--- src/rtl/rv_pkg.sv ---
// Shared definitions for the tiny_rv core: word type, canonical NOP encoding
// and the fetch-stage state enumeration.
package rv_pkg;

   typedef logic [31:0] word_t;

   localparam word_t RV_NOP = 32'h0000_0013;

   typedef enum logic [2:0] {
      FETCH_IDLE  = 3'd0,
      FETCH_REQ   = 3'd1,
      FETCH_WAIT  = 3'd2,
      FETCH_HOLD  = 3'd3,
      FETCH_DRAIN = 3'd4
   } fetch_state_e;

endpackage

--- src/rtl/tiny_rv_fetch.sv ---
// Instruction fetch stage: owns the PC, issues one outstanding imem read at a
// time, buffers one response under stall and discards responses killed by flush.
module tiny_rv_fetch
   import rv_pkg::*;
#(
   parameter logic [31:0] RESET_PC = 32'h0000_0000
) (
   input  logic        i_clk,
   input  logic        i_reset,
   input  logic        i_pipe_stall,
   input  logic        i_pipe_flush,
   input  logic [31:0] i_flush_pc,
   output logic        o_imem_req,
   output logic [31:0] o_imem_addr,
   input  logic        i_imem_gnt,
   input  logic        i_imem_rvalid,
   input  logic [31:0] i_imem_rdata,
   output logic [31:0] fetch_pc,
   output logic [31:0] fetch_inst,
   output logic        fetch_valid
);

   localparam logic [2:0] S_IDLE  = FETCH_IDLE;
   localparam logic [2:0] S_REQ   = FETCH_REQ;
   localparam logic [2:0] S_WAIT  = FETCH_WAIT;
   localparam logic [2:0] S_HOLD  = FETCH_HOLD;
   localparam logic [2:0] S_DRAIN = FETCH_DRAIN;

   logic [2:0]  state;
   logic [2:0]  state_nxt;
   word_t       pc;
   word_t       pc_nxt;
   word_t       req_pc;
   word_t       buf_pc;
   word_t       buf_inst;
   logic        load_rsp;
   logic        load_buf;
   logic        capture_buf;

   // A flush overrides the normal transition; any grant or response that is
   // still outstanding when the flush hits must be drained before refetching.
   always_comb begin
      state_nxt = state;
      pc_nxt    = pc;
      case (state)
         S_IDLE:  state_nxt = S_REQ;
         S_REQ:   if (i_imem_gnt) state_nxt = S_WAIT;
         S_WAIT:  if (i_imem_rvalid) begin
                     pc_nxt    = req_pc + 32'd4;
                     state_nxt = i_pipe_stall ? S_HOLD : S_REQ;
                  end
         S_HOLD:  if (!i_pipe_stall) state_nxt = S_REQ;
         S_DRAIN: if (i_imem_rvalid) state_nxt = S_REQ;
         default: state_nxt = S_IDLE;
      endcase
      if (i_pipe_flush) begin
         pc_nxt = {i_flush_pc[31:2], 2'b00};
         case (state)
            S_REQ:           state_nxt = i_imem_gnt ? S_DRAIN : S_REQ;
            S_WAIT, S_DRAIN: state_nxt = i_imem_rvalid ? S_REQ : S_DRAIN;
            default:         state_nxt = S_REQ;
         endcase
      end
   end

   assign load_rsp    = (state == S_WAIT) && i_imem_rvalid && !i_pipe_flush && !i_pipe_stall;
   assign load_buf    = (state == S_HOLD) && !i_pipe_flush && !i_pipe_stall;
   assign capture_buf = (state == S_WAIT) && i_imem_rvalid && !i_pipe_flush && i_pipe_stall;

   // The request port is registered from the next state so req/addr are glitch
   // free and stay stable for the whole REQ period.
   always_ff @(posedge i_clk) begin
      if (i_reset) begin
         state       <= S_IDLE;
         pc          <= RESET_PC;
         req_pc      <= '0;
         buf_pc      <= '0;
         buf_inst    <= RV_NOP;
         o_imem_req  <= 1'b0;
         o_imem_addr <= '0;
         fetch_pc    <= '0;
         fetch_inst  <= RV_NOP;
         fetch_valid <= 1'b0;
      end else begin
         state      <= state_nxt;
         pc         <= pc_nxt;
         o_imem_req <= (state_nxt == S_REQ);
         if (state_nxt == S_REQ) o_imem_addr <= pc_nxt;
         if ((state == S_REQ) && i_imem_gnt) req_pc <= o_imem_addr;

         if (capture_buf) begin
            buf_pc   <= req_pc;
            buf_inst <= i_imem_rdata;
         end else if (i_pipe_flush || load_buf) begin
            buf_pc   <= '0;
            buf_inst <= RV_NOP;
         end

         if (i_pipe_flush || !i_pipe_stall) begin
            if (load_rsp) begin
               fetch_pc    <= req_pc;
               fetch_inst  <= i_imem_rdata;
               fetch_valid <= 1'b1;
            end else if (load_buf) begin
               fetch_pc    <= buf_pc;
               fetch_inst  <= buf_inst;
               fetch_valid <= 1'b1;
            end else begin
               fetch_pc    <= '0;
               fetch_inst  <= RV_NOP;
               fetch_valid <= 1'b0;
            end
         end
      end
   end

endmodule

--- config.mk ---
export PLATFORM = sky130hd
export DESIGN_NAME = tiny_rv_fetch
export DESIGN_NICKNAME = d
export VERILOG_FILES = /design/src/rtl/rv_pkg.sv /design/src/rtl/tiny_rv_fetch.sv
export SDC_FILE = /design/constraint.sdc
export NUM_CORES = 1
export LEC_CHECK = 0
export CELL_PAD_IN_SITES_DETAIL_PLACEMENT = 1
export CELL_PAD_IN_SITES_GLOBAL_PLACEMENT = 1
export CORE_ASPECT_RATIO = 1.5
export CORE_MARGIN = 4
export CORE_UTILIZATION = 39
export CTS_CLUSTER_DIAMETER = 50
export CTS_CLUSTER_SIZE = 30
export DETAILED_ROUTE_END_ITERATION = 6
export HOLD_SLACK_MARGIN = 0.12
export PLACE_DENSITY = 0.87
export SLEW_MARGIN = 20
export SYNTH_ARGS = -nofsm -noshare
export SYNTH_HDL_FRONTEND = slang
export SYNTH_SLANG_ARGS = --single-unit
--- constraint.sdc ---
create_clock -name i_clk -period 3.5 [get_ports i_clk]
set_input_delay 0.7 -clock i_clk [delete_from_list [all_inputs] [get_ports i_clk]]
set_output_delay 0.7 -clock i_clk [all_outputs]
set_load 0.05 [all_outputs]
==> out/metrics.yaml, run 1 <==
cts_setup_buffers: 0
slew_headroom_pct: 47.8
cp-end-kind: "register"
finClkSkew_ns: 0.0184
synth-edff-count: 0
synth.most_common_cell: "dfxtp_1"
start_kind: "register"
max_cap_viol_count: 0
setup_viol: 0
synth.avg_cell_area_um2: 8.73
path_buf_inv: 0
totalWireLength_um: 29600
synthArstFlopShare_pct: 0
drt_first_iter_violations: 668
fin_tns_setup_ns: 0
grt.overflow.total: 0
cts_hold_buf: 0
die_width_um: 132
yosys_warnings: 0
crit_chain: "ha_1 -> nand4_1 -> or3_1 -> or4_1 -> a311o_1 -> a311oi_2"
worstMarginPinSlew_ns: 0.784
synth_ff_type: "dfxtp_1"
crit_end: "o_imem_addr[26]"
p_leak_nw: 3.91
layout-drive-gt1-share_pct: 6.11
gp_congestion: 0.803
via_per_inst: 5.95
clkTransAtPathRegs_ns: 0.10
drv_slew: 0
antenna_found_initial: 0
area_delta_synth_final_pct: 27.3
synth.net_count: 1103
syn_inst: 1032
clk_path_buf_depth: 3
p_per_area_nw_per_um2: 475
max_freq_ghz: 0.356
syn_area_um2: 9010
die_y_um: 194
path_class: "register to register"
nets: 1206
rsz0062_at_grt: "no"
crit_required_ns: 3.90
ys_top_cells_by_area: "dfxtp_1 (51%), nor2_1 (8.5%), a222oi_1 (6.7%)"
design.die.area_um2: 25700
drc: 0
htreeDepth: 1
num_io_pins: 168
rr_endpoint: "o_imem_addr[26]"
ant_nets: 0
period_needed_ns: 2.81
critical_path.startpoint: "req_pc[3]"
numCtsBuffers: 16
clock_tree.root_cell: "clkbuf_16"
clk_latency_ns: 0.49
worstPathMaxFanout: 10
routedWlPerCell_um: 20.8
cts_tree: "done"
hold_viol_final: 0
grt_use_total_pct: 22.3
ir_drop_mv: 0.366
num_vias: 8449
place_hpwl_um: 19400
synth-seq-cells: 229
reg2reg_from: "req_pc[3]"
critical-path-slowest-cell: "or3_1"
cts_resized: 0
core_um2: 22600
cts_num_sinks: 229
hold_ws_ns: 0.488
status: "finished clean"
dr.pass1.iters: 6
cpPeakStageDelay_ns: 0.60
hold_class: "register to register"
grt_max_degree: 97
crit_family: "simple AND/OR/NAND/NOR gates"
antenna_cells: 0
cp.arrival_ns: 3.22
grt_first_pass_wirelength_um: 47600
r2r_slack_ns: 0.69
synth_top_area_share_pct: 50.9
ys_seq_area_share_pct: 50.9
synth_top_cells_by_count: "dfxtp_1 (229), nor2_1 (205), nand2_1 (101)"
rows: 67
worstSetupPathDepth: 6
yosys.area.top_type: "dfxtp_1"
grt_pass1_vias: 8835
start_util_pct: 40.0
fin_crit_sh_pct: 80.3
ys_types: 48
rr_worst_depth: 6
port_buffers: 165
==> cell usage in the layout (no fill, tap or decap), types with 7 or more instances in the layout <==
master,synthesis,routed
dfxtp_1,229,229
nor2_1,205,202
clkdlybuf4s50_1,0,163
nand2_1,101,101
a22oi_1,61,61
a222oi_1,60,60
a21oi_1,59,59
a211oi_1,21,21
buf_4,0,21
clkbuf_16,0,17
o21ai_0,16,16
nand3_1,12,12
a311oi_1,12,12
nor3_1,14,11
nor4_1,10,10
inv_1,9,9
a221oi_1,8,8
or3_1,8,8
or4_1,8,8
xor2_1,8,8
nand2b_1,7,7
==> power breakdown <==
| part | switching (mW) | total, mW | internal, mW |
|---|---|---|---|
| combinational | 0.426 | 0.668 | 0.242 |
| clock | 0.996 | 2.02 | 1.03 |
| sequential | 0.0793 | 2.76 | 2.68 |
==> worst min-delay path by stage <==
| stage | start | to | slack (ns) | cells after the start |
|---|---|---|---|---|
| floorplan | buf_inst[0] | buf_inst[0] | 0.45 | 2 |
| global placement | fetch_inst[0] | fetch_inst[0] | 0.44 | 1 |
| detailed placement | fetch_inst[0] | fetch_inst[0] | 0.46 | 1 |
| CTS | o_imem_addr[19] | req_pc[19] | 0.49 | 2 |
| global route | o_imem_addr[9] | req_pc[9] | 0.52 | 2 |
| finish | fetch_inst[1] | fetch_inst[1] | 0.49 | 1 |
==> cell type report <==
cell class | count | area, um^2
Timing Repair Buffer | 191 | 1910
Tap cell | 276 | 345
Clock inverter | 9 | 120
Inverter | 10 | 37.5
Multi-Input combinational cell | 687 | 4040
Fill cell | 2539 | 11100
Sequential cell | 229 | 4580
Clock buffer | 19 | 443
==> stage by stage <==
stage / utilization, % / instances / setup slack [ns] / cell area (um^2) / power, mW
global route: 50.9 / 1421 / 0.558 / 11500 / 5.67
finish: 50.9 / 1421 / 0.688 / 11500 / 5.45
CTS: 50.9 / 1421 / 0.696 / 11500 / 5.50
global placement: 48.4 / 1393 / 0.464 / 10900 / 3.47
detailed placement: 48.4 / 1393 / 0.359 / 10900 / 3.49
floorplan: - / 1032 / 1.08 / 9010 / 3.19
==> cell families after synthesis <==
group,count (synthesis),share of synthesized area (%)
xor+xnor,13,1.26
simple gates,396,19.2
buf+inv,116,4.94
fa+ha+maj,1,0.139
compound gates,271,22.9
flops,229,50.9
mux,6,0.667
==> metal layers <==
layer | vias up | global-route usage, % | part of all wire (%)
met1 | 4221 | 25.8 | 40
met4 | 0 | 6.42 | 2.4
li1 | 3956 | - | -
met3 | 45 | 3.79 | 5.4
met2 | 227 | 41.7 | 52
met5 | - | 0 | 0
==> sequential cells by signal, indices dropped and copies added, names as in the netlist, 3 cells and up <==
register and flops:
buf_pc 32, pc 32, fetch_inst 32, state 3
fetch_pc 32, buf_inst 32, o_imem_addr 32, req_pc 32
Power figures use the tool's default switching activity.
==> run 2, diff against run 1 <==
==> constraint.sdc (replaced) <==
create_clock -name i_clk -period 2.8 [get_ports i_clk]
set_input_delay 0.56 -clock i_clk [delete_from_list [all_inputs] [get_ports i_clk]]
set_output_delay 0.56 -clock i_clk [all_outputs]
set_load 0.05 [all_outputs]
==> run 2 against run 1 <==
Effect of this change:
- the flow now finishes with violations (design-rule violations)
- flip-flop and latch count did not move
- critical path depth fell by 1
- first-iteration DRC count is 5.2% lower
- routed wire length is 1.5% higher
- clock-buffer cell count rose by 1
- cell area increased by 1.9%
==> out/metrics.yaml, run 2 (synthesized netlist as in run 1, its figures left out) <==
cts_resized: 0
routedWlPerCell_um: 20.8
crit_chain: "nand4_2 -> or4_1 -> or4_1 -> a311o_1 -> a311oi_2"
status: "finished, violations left"
dp_slack_ns: 0.0749
clk_path_buf_depth: 3
num_io_pins: 168
reg2reg_from: "req_pc[15]"
setup_viol: 0
core_um2: 22600
worstPathMaxFanout: 10
r2r_slack_ns: 0.21
nets: 1224
layout-drive-gt1-share_pct: 7.48
finClkSkew_ns: 0.0337
rr_worst_depth: 5
gp_congestion: 0.784
dr.pass1.iters: 7
clk_latency_ns: 0.50
clock_tree.root_cell: "clkbuf_16"
fin_tns_setup_ns: 0
num_vias: 8529
grt_use_total_pct: 22.4
hold_viol_final: 0
drv_slew: 0
p_per_area_nw_per_um2: 591
drc: 6
start_kind: "register"
min_path_cells: 2
grt_pass1_vias: 8967
port_buffers: 165
grt_max_degree: 74
place_hpwl_um: 20100
p_leak_nw: 4.02
htreeDepth: 1
totalWireLength_um: 30000
max_freq_ghz: 0.386
cp.arrival_ns: 2.99
design.die.area_um2: 25700
final_common_cell: "dfxtp_1"
clkTransAtPathRegs_ns: 0.09
numCtsBuffers: 17
path_buf_inv: 0
cts_tree: "done"
ant_nets: 0
seqPwrFrac_pct: 50.0
period_needed_ns: 2.59
cp-end-kind: "register"
finalInstanceArea_um2: 11700
dpl_cell_area_um2: 11100
cts_hold_buf: 0
drt_first_iter_violations: 633
ir_drop_mv: 0.525
crit_family: "simple AND/OR/NAND/NOR gates"
final_cell_mix: "dfxtp_1 (229), nor2_1 (202), clkdlybuf4s50_1 (163), nand2_1 (101), a22oi_1 (61)"
p_sw_share_pct: 27.8
cts_setup_buffers: 0
max_cap_viol_count: 0
grt_first_pass_wirelength_um: 47800
pwr-share-clk_pct: 37.6
min-delay-start: "i_pipe_flush"
placedCellCount: 1410
slew_headroom_pct: 59.1
rsz0062_at_grt: "no"
die_width_um: 132
grt.overflow.total: 0
fin_ws_ns: 0.210
critical-path-slowest-cell: "or4_1"
crit_required_ns: 3.20
pwr-share-comb_pct: 12.4
cpMostUsedCell: "or4_1"
fillers: 2572
fin_crit_sh_pct: 92.5
path_class: "register to register"
via_per_inst: 5.91
die_y_um: 194
rows: 67
antenna_found_initial: 3
start_util_pct: 40.0
p_int_mw: 4.98
worstMarginPinSlew_ns: 0.611
area_delta_synth_final_pct: 29.7
hold_class: "input port to register"
holdPathEnd: "fetch_valid"
final_cells: 1442
p_switching_mw: 1.92
cts_num_sinks: 229
total_power_mw: 6.90
rr_endpoint: "o_imem_addr[26]"
violations: "design-rule violations"
cpPeakStageDelay_ns: 0.70
[run 2: changes by cell type in the layout (fill, tap and decap cells not counted)]
cell,delta
buf_12,+5
buf_4,+12
clkbuf_1,+1
clkinv_2,-1
clkinv_4,-1
clkinv_8,+1
clkinvlp_4,-1
diode_2,+3
inv_12,-1
inv_8,+3
[run 2: final cells by class]
| cell class | count | area, um^2 | share of cell area, % |
|---|---|---|---|
| antenna | 3 | 7.51 | 0.0642 |
| clock buffer | 20 | 447 | 3.82 |
| timing repair buffer | 208 | 2100 | 17.9 |
| clock inverter | 9 | 133 | 1.14 |
| multi-input combinational | 687 | 4040 | 34.5 |
| sequential | 229 | 4580 | 39.2 |
| tap | 276 | 345 | 2.96 |
| inverter | 10 | 37.5 | 0.321 |
[run 2: worst max-delay path by stage]
stage                           end  cells past startpoint          start  slack [ns]
global placement        fetch_pc[4]                      7  i_imem_rvalid        0.11
CTS                 o_imem_addr[21]                      5     req_pc[15]        0.20
detailed placement  o_imem_addr[25]                      6  i_imem_rvalid        0.07
floorplan           o_imem_addr[26]                      7      req_pc[3]        0.38
finish              o_imem_addr[26]                      5     req_pc[15]        0.21
global route        o_imem_addr[24]                      6     req_pc[15]       0.009
[run 2: power groups by stage]
stage / clock (mW) / sequential [mW] / combinational, mW
3_3_place_gp: 0 / 3.52 / 0.836
6_report: 2.59 / 3.45 / 0.859
4_1_cts: 2.65 / 3.45 / 0.864
5_1_grt: 2.78 / 3.46 / 0.917
2_1_floorplan: 0 / 3.67 / 0.323
3_5_place_dp: 0 / 3.52 / 0.858
[run 2: through the flow]
| stage | hold WS [ns] | util [%] |
|---|---|---|
| 2_1_floorplan | 0.447 | - |
| 6_report | 0.329 | 51.8 |
| 3_3_place_gp | 0.444 | 49.2 |
| 3_5_place_dp | 0.449 | 49.2 |
| 5_1_grt | 0.352 | 51.8 |
| 4_1_cts | 0.313 | 51.8 |
[run 2: layer usage]
metal,vias up,GRT usage [%],wire length [um]
met2,241,41.7,15900
met5,-,0,0
met1,4241,25.0,11600
li1,3991,-,-
met4,0,8.88,883
met3,56,4.18,1650
